**config.mk**
```make
export PLATFORM = sky130hd
export DESIGN_NAME = uart_tx_arbiter
export DESIGN_NICKNAME = d
export VERILOG_FILES = /design/src/rtl/uart_arb_pkg.sv /design/src/rtl/rr_select.sv /design/src/rtl/uart_tx_arbiter.sv
export SDC_FILE = /design/constraint.sdc
export NUM_CORES = 1
export LEC_CHECK = 0
export ABC_AREA = 0
export BUFFER_PORTS_ARGS = -buffer_cell sky130_fd_sc_hd__buf_2
export CAP_MARGIN = 25
export CORE_MARGIN = 5
export CORE_UTILIZATION = 40
export CTS_CLUSTER_DIAMETER = 80
export DETAILED_ROUTE_END_ITERATION = 16
export PLACE_DENSITY = 0.66
export SYNTH_ARGS = -nofsm -noshare
export SYNTH_HDL_FRONTEND = slang
export SYNTH_HIERARCHICAL = 1
export SYNTH_SLANG_ARGS = --single-unit
```
**constraint.sdc**
```tcl
create_clock -name clk -period 7.44 [get_ports clk]
set_clock_uncertainty 0.15 [all_clocks]
set_input_delay 0.372 -clock clk [delete_from_list [all_inputs] [get_ports clk]]
set_output_delay 0.372 -clock clk [all_outputs]
set_load 0.02 [all_outputs]
```
**src/rtl/uart_arb_pkg.sv**
```systemverilog
`default_nettype none
// +----------------------------------------------------------------------------+
// | Module      : uart_arb_pkg                                                 |
// | Description : Shared types and constants for the UART transmit arbiter.    |
// | Revision    : 1.0 - initial release                                        |
// +----------------------------------------------------------------------------+
package uart_arb_pkg;

  localparam int c_DATA_W = 8;

  typedef enum logic [1:0] {
    ST_IDLE      = 2'd0,
    ST_WAIT_BUSY = 2'd1,
    ST_WAIT_DONE = 2'd2
  } arb_state_t;

  // Index width that stays at least one bit wide for tiny requester counts.
  function automatic int idx_width(input int n);
    return (n > 1) ? $clog2(n) : 1;
  endfunction

endpackage
`default_nettype wire

```
**src/rtl/rr_select.sv**
```systemverilog
`default_nettype none
// +----------------------------------------------------------------------------+
// | Module      : rr_select                                                    |
// | Description : Combinational round-robin picker; search starts at last+1.   |
// | Revision    : 1.0 - initial release                                        |
// +----------------------------------------------------------------------------+
module rr_select
  import uart_arb_pkg::*;
#(
  parameter int NUM_REQ = 4,
  parameter int IDX_W   = idx_width(NUM_REQ)
) (
  input  logic [NUM_REQ-1:0] req,
  input  logic [IDX_W-1:0]   last,
  output logic [NUM_REQ-1:0] winner,
  output logic [IDX_W-1:0]   winner_idx,
  output logic               valid
);

  logic [IDX_W:0]   w_sum;
  logic [IDX_W-1:0] w_cand;

  // last+off never exceeds 2*NUM_REQ-1, so one conditional subtract is a full modulo.
  always_comb begin
    winner     = '0;
    winner_idx = '0;
    valid      = 1'b0;
    w_sum      = '0;
    w_cand     = '0;
    for (int off = 1; off <= NUM_REQ; off++) begin
      w_sum = {1'b0, last} + (IDX_W+1)'(off);
      if (w_sum >= (IDX_W+1)'(NUM_REQ)) begin
        w_cand = IDX_W'(w_sum - (IDX_W+1)'(NUM_REQ));
      end else begin
        w_cand = w_sum[IDX_W-1:0];
      end
      if (!valid && req[w_cand]) begin
        valid          = 1'b1;
        winner[w_cand] = 1'b1;
        winner_idx     = w_cand;
      end
    end
  end

endmodule
`default_nettype wire

```
**src/rtl/uart_tx_arbiter.sv**
```systemverilog
`default_nettype none
// +----------------------------------------------------------------------------+
// | Module      : uart_tx_arbiter                                              |
// | Description : Round-robin sharing of one UART transmitter among requesters.|
// | Revision    : 1.0 - initial release                                        |
// +----------------------------------------------------------------------------+
module uart_tx_arbiter
  import uart_arb_pkg::*;
#(
  parameter int NUM_REQ      = 4,
  parameter int BUSY_TIMEOUT = 16
) (
  input  logic                          clk,
  input  logic                          reset,
  input  logic [NUM_REQ-1:0]            req,
  input  logic [c_DATA_W*NUM_REQ-1:0]   req_data,
  output logic [NUM_REQ-1:0]            grant,
  output logic [NUM_REQ-1:0]            done,
  output logic                          err,
  output logic                          tx_start,
  output logic [c_DATA_W-1:0]           tx_data,
  input  logic                          tx_busy,
  output logic                          arb_busy
);

  localparam int               c_IDX_W    = idx_width(NUM_REQ);
  localparam int               c_CNT_W    = $clog2(BUSY_TIMEOUT + 1);
  localparam logic [c_IDX_W-1:0] c_LAST_RST = c_IDX_W'(NUM_REQ - 1);
  localparam logic [c_CNT_W-1:0] c_CNT_MAX  = c_CNT_W'(BUSY_TIMEOUT);

  arb_state_t             r_state,    w_state_nxt;
  logic [NUM_REQ-1:0]     r_grant,    w_grant_nxt;
  logic [NUM_REQ-1:0]     r_done,     w_done_nxt;
  logic                   r_err,      w_err_nxt;
  logic                   r_tx_start, w_tx_start_nxt;
  logic [c_DATA_W-1:0]    r_tx_data,  w_tx_data_nxt;
  logic [c_IDX_W-1:0]     r_last,     w_last_nxt;
  logic [c_CNT_W-1:0]     r_cnt,      w_cnt_nxt;
  logic                   r_arb_busy;

  logic [NUM_REQ-1:0]     w_sel_gnt;
  logic [c_IDX_W-1:0]     w_sel_idx;
  logic                   w_sel_valid;
  logic [c_DATA_W-1:0]    w_bytes [NUM_REQ];

  for (genvar gi = 0; gi < NUM_REQ; gi++) begin : g_bytes
    assign w_bytes[gi] = req_data[c_DATA_W*gi +: c_DATA_W];
  end

  rr_select #(
    .NUM_REQ (NUM_REQ),
    .IDX_W   (c_IDX_W)
  ) u_rr_select (
    .req        (req),
    .last       (r_last),
    .winner     (w_sel_gnt),
    .winner_idx (w_sel_idx),
    .valid      (w_sel_valid)
  );

  always_comb begin
    w_state_nxt    = r_state;
    w_grant_nxt    = r_grant;
    w_done_nxt     = '0;
    w_err_nxt      = 1'b0;
    w_tx_start_nxt = 1'b0;
    w_tx_data_nxt  = r_tx_data;
    w_last_nxt     = r_last;
    w_cnt_nxt      = r_cnt;
    case (r_state)
      ST_IDLE: begin
        // An external user holding tx_busy blocks arbitration entirely.
        if (w_sel_valid && !tx_busy) begin
          w_state_nxt    = ST_WAIT_BUSY;
          w_grant_nxt    = w_sel_gnt;
          w_tx_data_nxt  = w_bytes[w_sel_idx];
          w_tx_start_nxt = 1'b1;
          w_last_nxt     = w_sel_idx;
          w_cnt_nxt      = '0;
        end
      end
      ST_WAIT_BUSY: begin
        if (tx_busy) begin
          w_state_nxt = ST_WAIT_DONE;
        end else if (r_cnt == c_CNT_MAX) begin
          // Pointer already advanced past the failed requester.
          w_state_nxt = ST_IDLE;
          w_grant_nxt = '0;
          w_err_nxt   = 1'b1;
        end else begin
          w_cnt_nxt = r_cnt + c_CNT_W'(1);
        end
      end
      ST_WAIT_DONE: begin
        if (!tx_busy) begin
          w_state_nxt = ST_IDLE;
          w_done_nxt  = r_grant;
          w_grant_nxt = '0;
        end
      end
      default: begin
        w_state_nxt = ST_IDLE;
        w_grant_nxt = '0;
      end
    endcase
  end

  always_ff @(posedge clk or negedge reset) begin
    if (!reset) begin
      r_state    <= ST_IDLE;
      r_grant    <= '0;
      r_done     <= '0;
      r_err      <= 1'b0;
      r_tx_start <= 1'b0;
      r_tx_data  <= '0;
      r_last     <= c_LAST_RST;
      r_cnt      <= '0;
      r_arb_busy <= 1'b0;
    end else begin
      r_state    <= w_state_nxt;
      r_grant    <= w_grant_nxt;
      r_done     <= w_done_nxt;
      r_err      <= w_err_nxt;
      r_tx_start <= w_tx_start_nxt;
      r_tx_data  <= w_tx_data_nxt;
      r_last     <= w_last_nxt;
      r_cnt      <= w_cnt_nxt;
      r_arb_busy <= (w_state_nxt != ST_IDLE);
    end
  end

  assign grant    = r_grant;
  assign done     = r_done;
  assign err      = r_err;
  assign tx_start = r_tx_start;
  assign tx_data  = r_tx_data;
  assign arb_busy = r_arb_busy;

endmodule
`default_nettype wire

```
* Word level (Yosys, flattened, before mapping) *
Index checks and enable logic that the tools add are counted.

word-level totals
  flip-flop bits (word level) = 28
  input port bits = 39
  word-level logic and storage cells = 117

operators by class
  add/sub/neg operators = 9
  order comparisons = 13
  eq/ne operators = 8
  muxes and demuxes = 56
  bitwise operators = 4
  reduce and logical (&&, ||, !) cells = 18

operators with widths
  kind                 number
  $mux 4               10
  $mux 2               12
  $mux 1               17
  $bmux 8 s2           1
  $mux 8               2
  $ge 3x3->1 const B   5
  $mux 5               3
  $lt 2x3->1 const B   4
  $or 4x4->4           3
  $pmux 4 s3           1
  $ne 2x2->1 const B   5
  $pmux 5 s2           1
  $bmux 1 s2           4
  $demux 1 s2          4
  $ge 2x1->1 const B   4
  $logic_and 1x1->1    8
  $reduce_and 4->1     2
  $sub 2x1->2 const B  4
  $add 2x2->3 const B  2
  $pmux 2 s3           1
  $add 5x1->5 const B  1
  $eq 5x5->1 const B   1
  $logic_not 1->1      4
  $reduce_bool 2->1    2
  other kinds (7)      7

* Longest topological paths before layout *
Gate-level depths: netlist (run 1).

  depth in word-level cells = 19
  depth in mapped cells = 12
  mapped depth without buffers = 9

* Cells and area by module *
Netlist (run 1), hierarchy kept.

by module, submodules not included
  module           times used  cells an instance  area each (µm²)  seq. area each (µm²)
  uart_tx_arbiter  1           125                1401.3           703.2
  rr_select        1           68                 525.5            0.0

* Worst setup path after synthesis (run 1) *
No wires, ideal clock.

  path type = flip-flop to flip-flop
  start point = register r_last[0]
  end point = register r_tx_data[0], in the netlist tx_data[0]
  arrival time = 2718 ps
  setup slack = 4455 ps
  stages on the path, launching flop included = 13
  period minus slack after synthesis = 2985 ps
  cells stage by stage = dfstp_2 buf_4 inv_2 ha_1 buf_6 a21oi_2 nor3_1 nor2_2 o31a_1 clkbuf_1 mux4_2 nand2_1 nand2_1

on the way
  word-level cells in the longest chain between the ends = 19
  elaborated cells between the ends (all ways) = 44
  those cells by class = add/sub: 8; order compare: 4; mux: 23; bitwise: 1; reduce/logical: 8

RTL lines
  element                                           RTL line                          text
  start: declaration                                uart_tx_arbiter.sv:37             logic [c_IDX_W-1:0] r_last, w_last_nxt;
  start signal: assignment                          uart_tx_arbiter.sv:116            r_last <= c_LAST_RST;
  start signal: assignment                          uart_tx_arbiter.sv:126            r_last <= w_last_nxt;
  $add 2x1->3                                       rr_select.sv:31                   w_sum = {1'b0, last} + (IDX_W+1)'(off);
  $ge 3x3->1 / $sub 2x1->2 (equally long branches)  rr_select.sv:32, rr_select.sv:33
  $mux 2                                            rr_select.sv:32                   if (w_sum >= (IDX_W+1)'(NUM_REQ)) begin
  $bmux 1 s2                                        rr_select.sv:37                   if (!valid && req[w_cand]) begin
  $mux 1 (implied by the code)                      rr_select.sv:37
  $mux 1                                            rr_select.sv:37
  $logic_not 1->1                                   rr_select.sv:37
  $logic_and 1x1->1                                 rr_select.sv:37
  (+3 left out)                                     n/a
  $mux 1                                            rr_select.sv:37
  $logic_not 1->1                                   rr_select.sv:37
  $logic_and 1x1->1                                 rr_select.sv:37
  $mux 2 (*)                                        rr_select.sv:37
  net w_sel_idx[0]                                  uart_tx_arbiter.sv:42             logic [c_IDX_W-1:0] w_sel_idx;
  $not 2->3 (implied by the code) (*)               uart_tx_arbiter.sv:76             w_tx_data_nxt = w_bytes[w_sel_idx];
  $bmux 8 s2 (*)                                    uart_tx_arbiter.sv:76
  $mux 8 (implied by the code) (*) (2 in a row)     uart_tx_arbiter.sv:76
  end signal: assignment                            uart_tx_arbiter.sv:125            r_tx_data <= w_tx_data_nxt;
  end: declaration                                  uart_tx_arbiter.sv:36             logic [c_DATA_W-1:0] r_tx_data, w_tx_data_nxt;

Mark *: on every way through the listed nets, which the timed path passes. The rest lies on a longest branch. The select of a mux whose other input is x is not followed.
A chain may end at the register's enable or synchronous reset.

* Worst setup path in the final report (run 1) *
  start point = register r_last[0]
  end point = register r_tx_data[6], in the netlist tx_data[6]

Same word-level chain as after synthesis.

==> impl_metrics.env, run 1 <==
export IMPL_status="finished, final reports clean"
export IMPL_vias=1554
export IMPL_grt_pass1_vias=1594
export IMPL_synth_nets=242
export IMPL_n_antenna_cell=0
export IMPL_critPathLaunchType="flop"
export IMPL_drc=0
export IMPL_syn_area_per_cell_um2=9.98
export IMPL_slowest_stage="dfstp_2"
export IMPL_synth_edf_count=0
export IMPL_critPathRequiredTime_ns=7.46
export IMPL_drive_gt1_frac=0.337
export IMPL_start_util=0.411
export IMPL_cts_tree="built"
export IMPL_slew_violations=0
export IMPL_crit_chain="mux4_2, a21oi_2, nor3_1, nor2_2, o31a_1, mux4_2, nand2_1, nand2_1"
export IMPL_place_gp_congestion=0.847
export IMPL_num_rows=25
export IMPL_synth_distinct_cells=49
export IMPL_hpwl_um=3110
export IMPL_fp_dieW_um=79.4
export IMPL_fin_crit_ns=3.19
export IMPL_antenna_found_initial=0
export IMPL_maxSlewHeadroom=0.587
export IMPL_nNetsFinal=293
export IMPL_dp_slack_ns=4.22
export IMPL_ys_ff_latch=28
export IMPL_drt_iter0_markers=77
export IMPL_cts_repair_resized=0
export IMPL_synth_cells=193
export IMPL_crit_start="r_last[0]"
export IMPL_total_power_mw=0.843
export IMPL_setup_slack_ns=4.25
export IMPL_p_leak_nw=1.10
export IMPL_area_delta_synth_final_pct=16.2
export IMPL_crit_reg2reg_launch="r_last[0]"
export IMPL_critical_path_class="reg -> reg"
export IMPL_critPathMaxStageDelay_ns=0.74
export IMPL_seq_area_frac_synth=0.365
export IMPL_grt_max_degree=29
export IMPL_final_antenna_net_count=0
export IMPL_worstSetupEndpointType="flop"
export IMPL_cp_max_fo=17
export IMPL_die_h_um=79.4
export IMPL_grt_usage=0.141
export IMPL_irDropWorstVdd_v=0.000181
export IMPL_wl_per_cell_um=13.8
export IMPL_reg2reg_depth=8
export IMPL_clock_sinks=28
export IMPL_via_per_inst=5.23
export IMPL_synth_main_ff_cell="dfrtp_1"
export IMPL_wl_um=4090
export IMPL_p_per_area_nw_per_um2=377
export IMPL_syn_cell_area_um2=1930
export IMPL_fin_setup_tns_ns=0
export IMPL_setup_viol=0
export IMPL_r2r_slack_ns=4.25
export IMPL_critPathCapture="tx_data[6]"
export IMPL_arrival_ns=3.21
export IMPL_ys_warn_count=6
export IMPL_worst_pin_slew_ns=0.620
export IMPL_hold_viol_final=0
export IMPL_cts_buffer_depth=2
export IMPL_grt_first_pass_wirelength_um=7220
export IMPL_clk_latency_ns=0.27
export IMPL_drv_cap=0
export IMPL_core_um2=4690
export IMPL_clk_pin_slew_ns=0.09
export IMPL_io_pins=58
export IMPL_timing_final_crit_share=0.429
export IMPL_synthArstFlopShare=1.00
export IMPL_fmax_ghz=0.314
export IMPL_die_area_um2=6310
export IMPL_grt_setup_unrepaired="no"
export IMPL_h_tree_depth=1
export IMPL_first_pass_iters=4
export IMPL_r2r_end="tx_data[6]"
export IMPL_clockRootBuffer="clkbuf_8"
export IMPL_numCtsBuffers=3
export IMPL_grt_overflow_total=0
export IMPL_min_path_type="in -> reg"
export IMPL_port_buffers=57
[flip-flops by register name, indices dropped and copies added, names as in the netlist]
signal and flops:
tx_data 8, done 4, r_last 2, grant 4, r_state 2, arb_busy 1, r_cnt 5, err 1
tx_start 1
[stage by stage]
stage / hold WS (ns) / cells / cell area (µm²) / utilization
after floorplan: -0.0736 / 193 / 1930 / -
after global placement: 0.273 / 292 / 2180 / 0.465
after detailed placement: 0.271 / 292 / 2180 / 0.465
after CTS: 0.216 / 297 / 2240 / 0.477
after global routing: 0.229 / 297 / 2240 / 0.477
final: 0.227 / 297 / 2240 / 0.477
[layout make-up]
class	instances	area (µm²)
Clock buffer	4	45.0
Multi-Input combinational cell	141	1070
Sequential cell	28	703
Tap cell	54	67.6
Timing Repair Buffer	58	295
Inverter	12	57.6
Fill cell	431	2450
[worst min path at each step]
stage	slack, ns	from	depth (start not counted)	endpoint
floorplan	-0.07	reset	0	arb_busy
global placement	0.27	reset	1	done[1]
detailed placement	0.27	reset	1	done[3]
CTS	0.22	tx_busy	2	err
global route	0.23	tx_busy	2	err
finish	0.23	tx_busy	2	err
[repair_timing]
item,in CTS,in global routing
setup buffers,0,0
hold buffers,1,0
hold endpoints to repair,26,0
[critical path, delay by kind of cell (launching register included)]
family,cells,cell delay [ns]
muxes,2,1.24
AOI/OAI and AO/OA,2,0.69
and+or+nand+nor,4,0.26
DFF,1,0.74
[power by group]
part	internal (mW)	switching (mW)
sequential	0.208	0.0558
clock	0.0384	0.0458
combinational	0.223	0.273
total	0.469	0.374
[synth_stat cells, types with 2 or more instances]
cell type,instances,area share
nor2_2,2,0.0065
o21ai_0,3,0.0078
dfstp_2,2,0.027
nand3_1,2,0.0052
o21ai_1,5,0.013
buf_2,2,0.0052
o31ai_1,6,0.023
clkbuf_1,3,0.0058
buf_6,6,0.035
a21oi_1,2,0.0052
ha_1,10,0.065
nor2_1,6,0.012
a221o_1,4,0.021
inv_1,10,0.019
mux2i_1,4,0.021
mux4_2,9,0.11
nand2_1,50,0.097
o211ai_1,2,0.0078
a21boi_0,2,0.0078
dfrtp_1,26,0.34
nor4_1,2,0.0065
and2_1,5,0.016
nor3_1,3,0.0078
nor2b_1,2,0.0065
[per-layer routing]
metal | global-route usage | share of wire | vias to the layer above
met1 | 0.171 | 0.44 | 718
met3 | 0.0339 | 0.068 | 4
met2 | 0.248 | 0.49 | 56
met5 | 0 | 0 | -
li1 | - | - | 776
met4 | 0.0395 | 0.0066 | 0
[logic make-up (layout without fill, tap and decap cells)]
logic type,count (synthesis),after routing,share of synthesized area
compound gates,35,35,0.145
xor+xnor,1,1,0.00455
fa+ha+maj,10,10,0.0649
buf+inv,24,74,0.0799
flops,28,28,0.365
mux,15,15,0.145
simple gates,80,80,0.195
[cell usage in the layout, fill, tap and decap left out, types with 2 or more instances in the layout]
master	instances
ha_1	10
clkbuf_8	3
mux4_2	9
a21boi_0	2
buf_2	57
nand2_1	50
dfstp_2	2
nor2b_1	2
dfrtp_1	26
nor2_2	2
o21ai_0	3
o211ai_1	2
nand3_1	2
a21oi_1	2
mux2i_1	4
o31ai_1	6
nor2_1	6
nor3_1	3
inv_1	10
o21ai_1	5
nor4_1	2
a221o_1	4
and2_1	5
Note: power is estimated with default switching activity, not from simulation.
==> run 2, diff against run 1 <==
==> constraint.sdc (replaced) <==
create_clock -name clk -period 3.1 [get_ports clk]
set_clock_uncertainty 0.15 [all_clocks]
set_input_delay 0.155 -clock clk [delete_from_list [all_inputs] [get_ports clk]]
set_output_delay 0.155 -clock clk [all_outputs]
set_load 0.02 [all_outputs]
==> run 2 against run 1 <==
Against the previous run: die area unchanged; global-route usage decreased by 0.65 points; first-iteration DRC count decreased by 48%; critical path type unchanged; clock power increased by 140%; register-to-register slack got worse by 3.9 ns; critical path depth increased by 1; largest power group unchanged; cell count increased by 1.0%.
==> impl_metrics.env, run 2 (synthesized netlist as in run 1, its figures left out) <==
export IMPL_status="finished, final reports clean"
export IMPL_p_sw_mw=0.897
export IMPL_holdPathStages=2
export IMPL_drive_gt1_frac=0.346
export IMPL_drc=0
export IMPL_r2r_slack_ns=0.34
export IMPL_grt_usage=0.134
export IMPL_n_antenna_cell=0
export IMPL_clk_pin_slew_ns=0.09
export IMPL_cp_max_fo=9
export IMPL_vias=1562
export IMPL_p_leak_nw=1.11
export IMPL_final_cell_mix="57 x buf_2, 50 x nand2_1, 26 x dfrtp_1, 10 x inv_1, 10 x ha_1"
export IMPL_area_delta_synth_final_pct=17.3
export IMPL_largest_reg_flops=8
export IMPL_cts_tree="built"
export IMPL_drv_cap=0
export IMPL_cts_buffer_depth=2
export IMPL_worstSetupEndpointType="flop"
export IMPL_grt_pass1_vias=1551
export IMPL_critPathLaunchType="flop"
export IMPL_drt_iter0_markers=40
export IMPL_timing_final_crit_share=0.889
export IMPL_clkPwrFrac=0.098
export IMPL_antenna_found_initial=0
export IMPL_num_rows=25
export IMPL_r2r_end="tx_data[5]"
export IMPL_whs_ns=0.00686
export IMPL_worst_pin_slew_ns=0.621
export IMPL_reg2reg_depth=9
export IMPL_layout_commonest_cell="buf_2"
export IMPL_fin_setup_tns_ns=0
export IMPL_critical_path_class="reg -> reg"
export IMPL_hold_buffers=1
export IMPL_io_pins=58
export IMPL_crit_chain="mux4_2, a21oi_2, nor3_1, nor2_2, o31a_1, buf_4, mux4_2, nand2_1, nand2_1"
export IMPL_wl_um=3970
export IMPL_fmax_ghz=0.363
export IMPL_clock_sinks=28
export IMPL_wl_per_cell_um=13.2
export IMPL_hold_end="err"
export IMPL_hpwl_um=3090
export IMPL_clk_latency_ns=0.27
export IMPL_first_pass_iters=4
export IMPL_utilization=0.482
export IMPL_grt_first_pass_wirelength_um=6870
export IMPL_crit_reg2reg_launch="r_last[0]"
export IMPL_critPathMaxStageDelay_ns=0.62
export IMPL_arrival_ns=2.78
export IMPL_start_util=0.411
export IMPL_min_path_type="in -> reg"
export IMPL_grt_max_degree=29
export IMPL_p_per_area_nw_per_um2=907
export IMPL_seqPwrFrac=0.298
export IMPL_maxSlewHeadroom=0.586
export IMPL_slew_violations=0
export IMPL_fillers=451
export IMPL_cts_repair_resized=0
export IMPL_fin_crit_ns=2.76
export IMPL_hold_viol_final=0
export IMPL_numCtsBuffers=3
export IMPL_critPathRequiredTime_ns=3.12
export IMPL_final_antenna_net_count=0
export IMPL_swShare=0.437
export IMPL_nNetsFinal=296
export IMPL_grt_overflow_total=0
export IMPL_die_area_um2=6310
export IMPL_grt_setup_unrepaired="no"
export IMPL_p_int_mw=1.16
export IMPL_port_buffers=57
export IMPL_core_um2=4690
export IMPL_hp_start="tx_busy"
export IMPL_setup_viol=0
export IMPL_slowest_stage="mux4_2"
export IMPL_register_area_um2=703
export IMPL_multi_input_area_um2=1070
export IMPL_via_per_inst=5.21
export IMPL_p_comb_frac=0.604
export IMPL_h_tree_depth=1
export IMPL_irDropWorstVdd_v=0.000482
export IMPL_cts_setup_buffers=0
export IMPL_place_gp_congestion=0.750
export IMPL_total_power_mw=2.05
export IMPL_clockRootBuffer="clkbuf_8"
export IMPL_die_h_um=79.4
export IMPL_fp_dieW_um=79.4
## run 2: how the worst max path moves through the flow
stage	slack [ns]	to	cells past startpoint	from
after global placement	0.38	tx_data[3]	9	r_last[0]
after detailed placement	0.35	tx_data[1]	8	r_last[1]
after CTS	0.34	tx_data[1]	8	r_last[1]
final	0.34	tx_data[5]	9	r_last[0]
after global routing	0.18	tx_data[2]	9	r_last[0]
after floorplan	0.12	tx_data[0]	12	r_last[0]
## run 2: final cells by class
cell class,instances,area share
timing repair buffer,61,0.141
clock buffer,4,0.0199
tap,54,0.0299
multi-input combinational,141,0.473
inverter,12,0.0255
sequential,28,0.311
## run 2: stage by stage
stage          instances  worst slack (ns)  cell area, µm²
2_1_floorplan        193             0.115            1930
3_3_place_gp         295             0.381            2210
3_5_place_dp         295             0.348            2210
4_1_cts              300             0.336            2260
5_1_grt              300             0.185            2260
6_report             300             0.343            2260
## run 2: worst max-delay path: cells and delay by family (launching register included)
family | cells | cell delay (ns)
AO/OA/AOI/OAI | 2 | 0.31
buffers and inverters | 1 | 0.20
flip-flops | 1 | 0.61
multiplexers | 2 | 1.13
AND/OR/NAND/NOR | 4 | 0.26
## run 2: power groups by stage
stage               combinational, mW  clock, mW  sequential (mW)
global placement                 1.23          0            0.618
CTS                              1.26      0.211            0.613
global route                     1.38      0.223            0.633
finish                           1.24      0.202            0.612
detailed placement               1.26          0            0.619
floorplan                       0.952          0            0.688
## run 2: routing by layer
layer / GRT usage / vias to the layer above / routed length [µm]
li1: - / 785 / -
met1: 0.165 / 718 / 1730
met2: 0.231 / 52 / 1900
met3: 0.0384 / 7 / 287
met4: 0.0326 / 0 / 48
met5: 0 / - / 0
==> run 3, diff against run 2 <==
--- a/config.mk
+++ b/config.mk
@@ -15,5 +15,4 @@
 export PLACE_DENSITY = 0.66
 export SYNTH_ARGS = -nofsm -noshare
 export SYNTH_HDL_FRONTEND = slang
-export SYNTH_HIERARCHICAL = 1
 export SYNTH_SLANG_ARGS = --single-unit
==> run 3 against run 2 <==
Against the previous run: register-to-register slack got worse by 0.19 ns; synthesized cell count fell by 4.7%; worst hold slack improved by 0.014 ns; clock power rose by 9%; sequential share of layout area fell by 0.36 points; total power rose by 14%; die area fell by 5.1%; sequential power fell by 3%; sequential cell count did not move.
==> impl_metrics.env, run 3 <==
export IMPL_port_buffers=57
export IMPL_utilization=0.522
export IMPL_post_dp_cell_area_um2=2200
export IMPL_synth_most_common_cell="dfrtp_1"
export IMPL_worst_pin_slew_ns=0.837
export IMPL_synth_distinct_cells=41
export IMPL_h_tree_depth=1
export IMPL_p_comb_frac=0.651
export IMPL_synth_edf_count=0
export IMPL_arrival_ns=2.93
export IMPL_grt_usage=0.137
export IMPL_synth_fa_ha_area_frac=0.0689
export IMPL_clockRootBuffer="clkbuf_8"
export IMPL_drt_iter0_markers=44
export IMPL_timing_final_crit_share=0.951
export IMPL_fin_area_um2=2290
export IMPL_grt_overflow_total=0
export IMPL_cts_tree="built"
export IMPL_clk_pin_slew_ns=0.09
export IMPL_synth_top_family_by_area="compound AO/OA/AOI/OAI gates"
export IMPL_ys_ff_latch=28
export IMPL_critPathCapture="tx_data[7]"
export IMPL_ys_warn_count=0
export IMPL_cts_buffer_depth=2
export IMPL_drive_gt1_frac=0.341
export IMPL_synth_area_leaders="dfrtp_1 36%, mux2i_1 7.7%, ha_1 6.9%"
export IMPL_first_pass_iters=4
export IMPL_synth_cells=184
export IMPL_status="finished, final reports clean"
export IMPL_clock_sinks=28
export IMPL_drc=0
export IMPL_crit_start="r_last[1]"
export IMPL_grt_pass1_vias=1517
export IMPL_grt_first_pass_wirelength_um=6930
export IMPL_critical_path_class="reg -> reg"
export IMPL_synth_mux_area_frac=0.139
export IMPL_yosys_area_top_type="dfrtp_1"
export IMPL_io_pins=58
export IMPL_finalNonFillerCells=298
export IMPL_fmax_ghz=0.339
export IMPL_grt_max_degree=29
export IMPL_use_met2=0.204
export IMPL_vias=1600
export IMPL_layout_commonest_cell="buf_2"
export IMPL_synth_top_area_frac=0.358
export IMPL_busiest_layer="met2"
export IMPL_met3_usage=0.0417
export IMPL_seqPwrFrac=0.254
export IMPL_r2r_slack_ns=0.15
export IMPL_hpwl_um=3210
export IMPL_place_inst=293
export IMPL_fin_setup_tns_ns=0
export IMPL_hold_viol_final=0
export IMPL_p_leak_nw=1.12
export IMPL_die_area_um2=5990
export IMPL_numCtsBuffers=3
export IMPL_start_util=0.414
export IMPL_fillers=405
export IMPL_cp_max_fo=14
export IMPL_final_antenna_net_count=0
export IMPL_num_rows=24
export IMPL_synth_main_ff_cell="dfrtp_1"
export IMPL_wl_per_cell_um=14.2
export IMPL_place_gp_congestion=0.982
export IMPL_swShare=0.445
export IMPL_fin_crit_ns=2.95
export IMPL_nNetsFinal=296
export IMPL_total_power_mw=2.33
export IMPL_syn_cell_area_um2=1820
export IMPL_fp_dieW_um=77.4
export IMPL_synthArstFlopShare=1.00
export IMPL_dp_slack_ns=-0.0436
export IMPL_synth_xor_area_frac=0.0145
export IMPL_final_cell_mix="57 x buf_2, 26 x dfrtp_1, 14 x nand2_1, 14 x mux2i_1, 13 x inv_1"
export IMPL_wl_um=4240
export IMPL_p_per_area_nw_per_um2=1020
export IMPL_critPathLaunchType="flop"
export IMPL_p_int_mw=1.29
export IMPL_drv_cap=0
export IMPL_irDropWorstVdd_v=0.000627
export IMPL_min_path_type="in -> reg"
export IMPL_p_sw_mw=1.04
export IMPL_crit_reg2reg_launch="r_last[1]"
export IMPL_n_antenna_cell=0
export IMPL_clkPwrFrac=0.095
export IMPL_via_per_inst=5.37
export IMPL_slew_violations=0
export IMPL_critPathRequiredTime_ns=3.09
export IMPL_die_h_um=77.4
export IMPL_clk_latency_ns=0.27
export IMPL_whs_ns=0.0210
export IMPL_largest_reg_flops=8
export IMPL_seq_area_frac_synth=0.387
export IMPL_r2r_end="tx_data[7]"
export IMPL_worstSetupEndpointType="flop"
export IMPL_reg2reg_depth=9
export IMPL_yosys_area_share_simple=0.163
export IMPL_core_um2=4380
export IMPL_syn_area_per_cell_um2=9.87
export IMPL_area_delta_synth_final_pct=26.0
export IMPL_setup_viol=0
export IMPL_maxSlewHeadroom=0.437
export IMPL_yosys_top_cells_count="26 x dfrtp_1, 14 x mux2i_1, 14 x nand2_1, 13 x inv_1"
export IMPL_synth_nets=233
export IMPL_synth_compound_area_frac=0.168
export IMPL_grt_use_met1=0.195
export IMPL_antenna_found_initial=0
export IMPL_setup_slack_ns=0.153
## run 3: cell types whose count changed in the layout (fill, tap and decap cells not counted), sizes merged, moves of 6 or more
cell	previous run	this run
nand2	50	14
o221ai	0	11
mux2i	5	14
buf	60	67
nand2b	1	7
## run 3: power by group through the flow
stage                     combinational, mW  clock [mW]  sequential, mW
final                                  1.52       0.221           0.593
after detailed placement               1.48           0           0.597
after global placement                 1.47           0           0.597
after CTS                              1.49       0.227           0.594
after global routing                   1.66       0.241           0.610
after floorplan                       0.979           0           0.684
## run 3: repair_timing
| action | CTS | global route |
|---|---|---|
| hold buffers | 1 | 0 |
| buffers inserted | 0 | 0 |
| resized for setup | 2 | 3 |
| hold endpoints to repair | 26 | 0 |
| gates cloned | 0 | 0 |
| endpoints found under the setup margin | 8 | 8 |
## run 3: area by class of cell
type,count,area (µm²),share of cell area
multi-input combinational,132,1030,0.450
tap,52,65.1,0.0284
timing repair buffer,68,383,0.167
inverter,14,52.6,0.0230
sequential,28,703,0.307
clock buffer,4,55.1,0.0241
## run 3: metal layers
metal  wire length (µm)  share of wire
met5                  0              0
met4                 41         0.0097
met3                315          0.074
met2               1890           0.45
met1               1990           0.47
## run 3: cell families (layout without fill, tap and decap cells)
kind of cell / count (synthesis) / after routing
adders and majority gates: 10 / 10
AOI/OAI and AO/OA: 41 / 41
and+or+nand+nor: 58 / 58
muxes: 20 / 20
buffers and inverters: 24 / 86
xor gates and xnor gates: 3 / 3
DFF: 28 / 28
## run 3: worst min path at each step
stage / slack, ns / cells after the start / endpoint / start
floorplan: -0.29 / 0 / arb_busy / reset
global placement: 0.05 / 1 / done[0] / reset
detailed placement: 0.05 / 1 / done[0] / reset
CTS: 0.01 / 2 / done[3] / tx_busy
global route: 0.04 / 2 / done[0] / tx_busy
finish: 0.02 / 2 / done[3] / tx_busy
## run 3: critical path, stage by stage, from the launching register on
cell	delay, ns
dfstp_2	0.64
inv_1	0.08
ha_1	0.37
mux4_2	0.31
nand2b_1	0.18
nor2b_1	0.35
o22a_1	0.24
buf_12	0.16
mux2i_1	0.20
o221ai_1	0.13
